--- src/rtl/pipe_pkg.sv ---
// Shared IF/ID pipeline types: NOP encoding, handshake register states, fetch beat layout.
// Latency: n/a (types and constants only).
// Backpressure: n/a.
package pipe_pkg;

    // addi x0, x0, 0
    localparam logic [31:0] RV_NOP = 32'h0000_0013;

    typedef enum logic [1:0] {
        EMPTY = 2'd0,
        FULL  = 2'd1,
        SKID  = 2'd2
    } if_id_state_t;

    typedef struct packed {
        logic [31:0] instr;
        logic [31:0] pc;
        logic [31:0] pc_plus_4;
    } if_id_beat_t;

endpackage

--- src/rtl/pipe_slot.sv ---
// One load-enabled beat register with a valid bit.
// Latency: 1 cycle from load to q/vld.
// Backpressure: none; the owner decides when to load or clear.
//
// Ports:
//   CLK, RESET : clock, asynchronous active-high reset (clears data and valid)
//   load       : capture d and mark the slot valid
//   clr        : invalidate the slot, keeping the data; wins over load
//   d          : beat to capture
//   vld, q     : slot valid bit and stored beat
module pipe_slot
    import pipe_pkg::*;
#(
    parameter type beat_t = if_id_beat_t
)(
    input  logic  CLK,
    input  logic  RESET,
    input  logic  load,
    input  logic  clr,
    input  beat_t d,
    output logic  vld,
    output beat_t q
);

    // Clearing only drops the valid bit so the last loaded PC stays visible.
    always_ff @(posedge CLK or posedge RESET) begin
        if (RESET) begin
            vld <= 1'b0;
            q   <= '0;
        end else if (clr) begin
            vld <= 1'b0;
        end else if (load) begin
            vld <= 1'b1;
            q   <= d;
        end
    end

endmodule

--- src/rtl/if_id_skid_reg.sv ---
// IF/ID pipeline register with valid/ready handshake, one-entry skid buffer, flush and stall counter.
// Latency: 1 cycle fetch-to-decode; a skidded beat appears one cycle after the first consume.
// Backpressure: IN_READY drops the cycle after a skid capture, returns the cycle after the skid drains.
//
// Ports:
//   CLK, RESET                      : clock, asynchronous active-high reset
//   IN_VALID / IN_READY             : fetch handshake
//   INSTRUCTION, PC, PC_PLUS_4      : fetch beat
//   STALL                           : decode cannot consume this cycle
//   FLUSH                           : squash held and incoming beats
//   OUT_VALID                       : output fields carry a real instruction
//   INSTRUCTION_OUT                 : instruction to decode, NOP when OUT_VALID=0
//   PC_OUT, PC_PLUS_4_OUT           : last loaded PC / PC+4
//   STALL_COUNT                     : saturating count of stalled valid cycles
module if_id_skid_reg
    import pipe_pkg::*;
#(
    parameter int              XLEN  = 32,
    parameter int              ILEN  = 32,
    parameter logic [ILEN-1:0] NOP   = RV_NOP,
    parameter int              CNT_W = 16
)(
    input  logic             CLK,
    input  logic             RESET,
    input  logic             IN_VALID,
    output logic             IN_READY,
    input  logic [ILEN-1:0]  INSTRUCTION,
    input  logic [XLEN-1:0]  PC,
    input  logic [XLEN-1:0]  PC_PLUS_4,
    input  logic             STALL,
    input  logic             FLUSH,
    output logic             OUT_VALID,
    output logic [ILEN-1:0]  INSTRUCTION_OUT,
    output logic [XLEN-1:0]  PC_OUT,
    output logic [XLEN-1:0]  PC_PLUS_4_OUT,
    output logic [CNT_W-1:0] STALL_COUNT
);

    // Width-parametrised twin of if_id_beat_t.
    typedef struct packed {
        logic [ILEN-1:0] instr;
        logic [XLEN-1:0] pc;
        logic [XLEN-1:0] pc_plus_4;
    } beat_t;

    if_id_state_t state_q, state_nxt;

    beat_t in_dat, out_d, out_dat, skid_dat;
    logic  out_vld, skid_vld;
    logic  out_load, out_clr, skid_load, skid_clr;
    logic  accept, consume;
    logic [CNT_W-1:0] stall_cnt;

    assign in_dat  = {INSTRUCTION, PC, PC_PLUS_4};

    // The skid valid flop is exactly "state == SKID", so it doubles as the
    // registered ready without a separate flop.
    assign IN_READY = ~skid_vld;
    assign accept   = IN_VALID & IN_READY;
    assign consume  = out_vld & ~STALL;

    always_ff @(posedge CLK or posedge RESET) begin
        if (RESET) state_q <= EMPTY;
        else       state_q <= state_nxt;
    end

    always_comb begin
        state_nxt = state_q;
        out_load  = 1'b0;
        out_clr   = 1'b0;
        skid_load = 1'b0;
        skid_clr  = 1'b0;
        out_d     = (state_q == SKID) ? skid_dat : in_dat;

        if (FLUSH) begin
            // Anything accepted this cycle is dropped along with both slots.
            state_nxt = EMPTY;
            out_clr   = 1'b1;
            skid_clr  = 1'b1;
        end else begin
            unique case (state_q)
                EMPTY: begin
                    if (accept) begin
                        out_load  = 1'b1;
                        state_nxt = FULL;
                    end
                end
                FULL: begin
                    if (consume && accept) begin
                        out_load  = 1'b1;
                    end else if (consume) begin
                        out_clr   = 1'b1;
                        state_nxt = EMPTY;
                    end else if (accept) begin
                        skid_load = 1'b1;
                        state_nxt = SKID;
                    end
                end
                SKID: begin
                    if (consume) begin
                        out_load  = 1'b1;
                        skid_clr  = 1'b1;
                        state_nxt = FULL;
                    end
                end
                default: begin
                    state_nxt = EMPTY;
                    out_clr   = 1'b1;
                    skid_clr  = 1'b1;
                end
            endcase
        end
    end

    pipe_slot #(.beat_t(beat_t)) u_out_slot (
        .CLK   (CLK),
        .RESET (RESET),
        .load  (out_load),
        .clr   (out_clr),
        .d     (out_d),
        .vld   (out_vld),
        .q     (out_dat)
    );

    pipe_slot #(.beat_t(beat_t)) u_skid_slot (
        .CLK   (CLK),
        .RESET (RESET),
        .load  (skid_load),
        .clr   (skid_clr),
        .d     (in_dat),
        .vld   (skid_vld),
        .q     (skid_dat)
    );

    always_ff @(posedge CLK or posedge RESET) begin
        if (RESET) begin
            stall_cnt <= '0;
        end else if (out_vld && STALL && !FLUSH && (stall_cnt != {CNT_W{1'b1}})) begin
            stall_cnt <= stall_cnt + 1'b1;
        end
    end

    assign OUT_VALID       = out_vld;
    assign INSTRUCTION_OUT = out_vld ? out_dat.instr : NOP;
    assign PC_OUT          = out_dat.pc;
    assign PC_PLUS_4_OUT   = out_dat.pc_plus_4;
    assign STALL_COUNT     = stall_cnt;

endmodule

--- config.mk ---
export PLATFORM = sky130hd
export DESIGN_NAME = if_id_skid_reg
export DESIGN_NICKNAME = d
export VERILOG_FILES = /design/src/rtl/pipe_pkg.sv /design/src/rtl/pipe_slot.sv /design/src/rtl/if_id_skid_reg.sv
export SDC_FILE = /design/constraint.sdc
export NUM_CORES = 1
export LEC_CHECK = 0
export CORE_MARGIN = 10
export CORE_UTILIZATION = 46
export DETAILED_ROUTE_END_ITERATION = 10
export PLACE_DENSITY = 0.76
export SLEW_MARGIN = 5
export SYNTH_ARGS = -nofsm -noshare
export SYNTH_HDL_FRONTEND = slang
export SYNTH_SLANG_ARGS = --single-unit
export TNS_END_PERCENT = 1
--- constraint.sdc ---
create_clock -name CLK -period 6.7 [get_ports CLK]
set_input_delay 1.34 -clock CLK [delete_from_list [all_inputs] [get_ports CLK]]
set_output_delay 1.34 -clock CLK [all_outputs]
set_load 0.02 [all_outputs]
==> run summary <==
Synth Flop Type: dfrtp_1
Sequential area share after synthesis: 0.530
Area leader, netlist: dfrtp_1
Routability cong.: 0.793
Tcrit/Tclk final: 0.556
Post-synthesis register bit count: 212
Largest delay share family, worst path: simple AND/OR/NAND/NOR gates
Simple-Gate Fraction of Synth Area: 0.0493
Core area: 0.0212 sq mm
Synth top cells by count: 283 x mux2_2, 212 x dfrtp_1, 68 x buf_4, 29 x and2_1, 17 x buf_2
Cells after Synth: 720
IO Count: 215
Hold slack: 0.491 ns
Largest net degree at the start of global routing: 174
Synth top area share: 0.530
Most Crowded Layer GR: met2
Least-Margin Pin Slew: 0.959 ns
PostCTS Resize Cnt: 0
Die area: 0.0281 sq mm
Area of the multi-input gates: 0.00402 sq mm
CTS Buffer Depth: 3
Peak supply drop: 0.000237 V
Most numerous cell in the Yosys netlist: mux2_2
Vias: 5941
DRC: 0
Hold Path Stages: 1
Layout cells sized above 1: 0.378
Synthesized cell area: 0.0100 sq mm
Clock sink total: 212
Max Cap Viol: 0
Setup TNS: 0 ns
Reg clk slew, reported paths: 0.06 ns
Post-synth EDFFs: 0
Syn nets: 822
Post-layout nets: 968
Hold Path Class: flop to flop
Reg2Reg Depth: 6
Global route overflow: 0
CP endpoint kind: flop
Leakage power: 5.28 nW
Worst Hold End: u_out_slot.q[35]
Final min period: 3.73 ns
Synth Warn #: 0
Pwr dens: 414 mW/mm^2
Number of fill cells: 1687
Post-synthesis mux area share: 0.327
DR vias/cell: 5.13
Met1 usage: 0.191
RSZ-0062 raised after global routing: no
Synth Area in Compound Gates: 0.0116
Post-DP HPWL: 14600 um
Critical path type: input pin to flop
Req. time, crit path: 7.08 ns
H-tree depth: 1
CTS hold repair buffers: 0
Final max-slew violation count: 0
Crit path max fanout: 67
Total track usage: 0.151
Dominant cells by area after synthesis: dfrtp_1 53%, mux2_2 32%, buf_4 5.1%, and2_1 1.8%, xor2_1 0.96%
CP peak stage delay: 0.88 ns
Chip width: 168 um
Syn-to-layout area delta: 27.2%
Combinational family with the most area after synthesis: multiplexers
# setup viols final: 0
Row cnt: 53
FF+latch area: 0.00531 sq mm
FMAX: 0.268 GHz
WL/cell: 18.8 um
Crit path cell chain: clkdlybuf4s50_1, and2b_1, nor2_1, and4_4, buf_4, mux2_2
Relative slew slack: 0.361
M3 GR Usage: 0.0646
CTS root buf: clkbuf_16
Status: finished clean
First-pass GRT wire length: 35600 um
Met2 Resource Use GR: 0.236
CTS tree: done
DRT antenna net count: 0
Number of global-route vias before repair: 6543
Postcts setup bufs: 0
1st-iter DRT viols: 296
Die height: 168 um
Worst Skew: 0.00868 ns
Mean Syn Cell Area: 13.9 sq um
Final WL: 21800 um
Fin. Hold Viols: 0
Initial antenna violation count: 1
Clk_lat worst skew: 0.50 ns
Cell variety after synth: 36
Asr flop ratio synth: 1.00
WP buf/inv: 2
Type of origin of the critical path: input pin
RR Startpoint: u_out_slot.vld
Reg-to-reg critical path endpoint: u_skid_slot.q[90]
Worst hold start: u_out_slot.q[35]
Slowest cell on the critical path: and4_4
Post-Synth Adder-Cell Area: 0.00125
CP arrival: 4.10 ns
Drt first pass iters: 4
Reg2Reg Setup Slack: 3.76 ns
Num CTS Buffers: 24
Initial Util: 0.472
Synth Area in XOR/XNOR: 0.0105
Port bufs: 214
==> cells in the final DEF (no fill, tap or decap), types with 5 or more instances in the layout <==
master             n
a21oi_1           10
and2_1            29
buf_4              7
clkbuf_1           5
clkbuf_16         25
clkdlybuf4s50_1  214
dfrtp_1          212
mux2_1             7
mux2_2           283
nand2_1            7
nand2b_1           5
nand3_1            7
xor2_1            11
==> per-stage QoR <==
stage	setup WS (ns)	instance area, sq um	std cells	utilization	total power [mW]
after detailed placement	2.45	11900	1115	0.561	3.94
after CTS	2.97	12700	1157	0.600	5.35
after global placement	2.48	11900	1115	0.561	3.88
final	2.97	12700	1158	0.600	5.27
after global routing	2.80	12700	1157	0.600	5.58
after floorplan	2.60	10000	720	-	3.42
==> area by class of cell <==
class | instances | share of cell area
inverter | 3 | 0.00118
clock inverter | 8 | 0.0110
tap | 275 | 0.0270
timing repair buffer | 222 | 0.174
multi-input combinational | 403 | 0.316
sequential | 212 | 0.416
antenna | 1 | 0.000196
clock buffer | 34 | 0.0549
==> layer usage <==
layer | part of all wire | vias up | routed length (um)
met3 | 0.095 | 19 | 2070
li1 | - | 2771 | -
met1 | 0.44 | 2979 | 9700
met2 | 0.45 | 172 | 9830
met5 | 0 | - | 0
met4 | 0.010 | 0 | 223
==> registers in the layout, indices dropped and copies added, names as in the netlist <==
name             cells
u_out_slot.q        96
u_skid_slot.q       96
STALL_COUNT         16
state_q              2
u_out_slot.vld       1
u_skid_slot.vld      1
==> cell families (layout without fill, tap and decap cells) <==
group / count (synthesis) / in the layout
other: 0 / 1
flip-flops: 212 / 212
multiplexers: 291 / 291
buffers and inverters: 105 / 267
XOR/XNOR: 12 / 12
AO/OA/AOI/OAI: 19 / 19
adder cells (fa/ha/maj): 1 / 1
AND/OR/NAND/NOR: 80 / 80
==> worst max path at each step <==
stage / start / to / depth (start not counted)
CTS: STALL / u_skid_slot.q[90] / 6
floorplan: RESET / STALL_COUNT[0] / 1
global route: STALL / u_skid_slot.q[89] / 6
global placement: STALL / u_skid_slot.q[92] / 6
detailed placement: STALL / u_skid_slot.q[80] / 6
finish: STALL / u_skid_slot.q[90] / 6
==> report_power, final <==
group / switching [mW] / internal (mW)
clock network: 0.495 / 0.876
logic: 0.742 / 0.998
registers: 0.300 / 1.86
total: 1.54 / 3.74
Note: power is estimated with default switching activity, not from simulation.
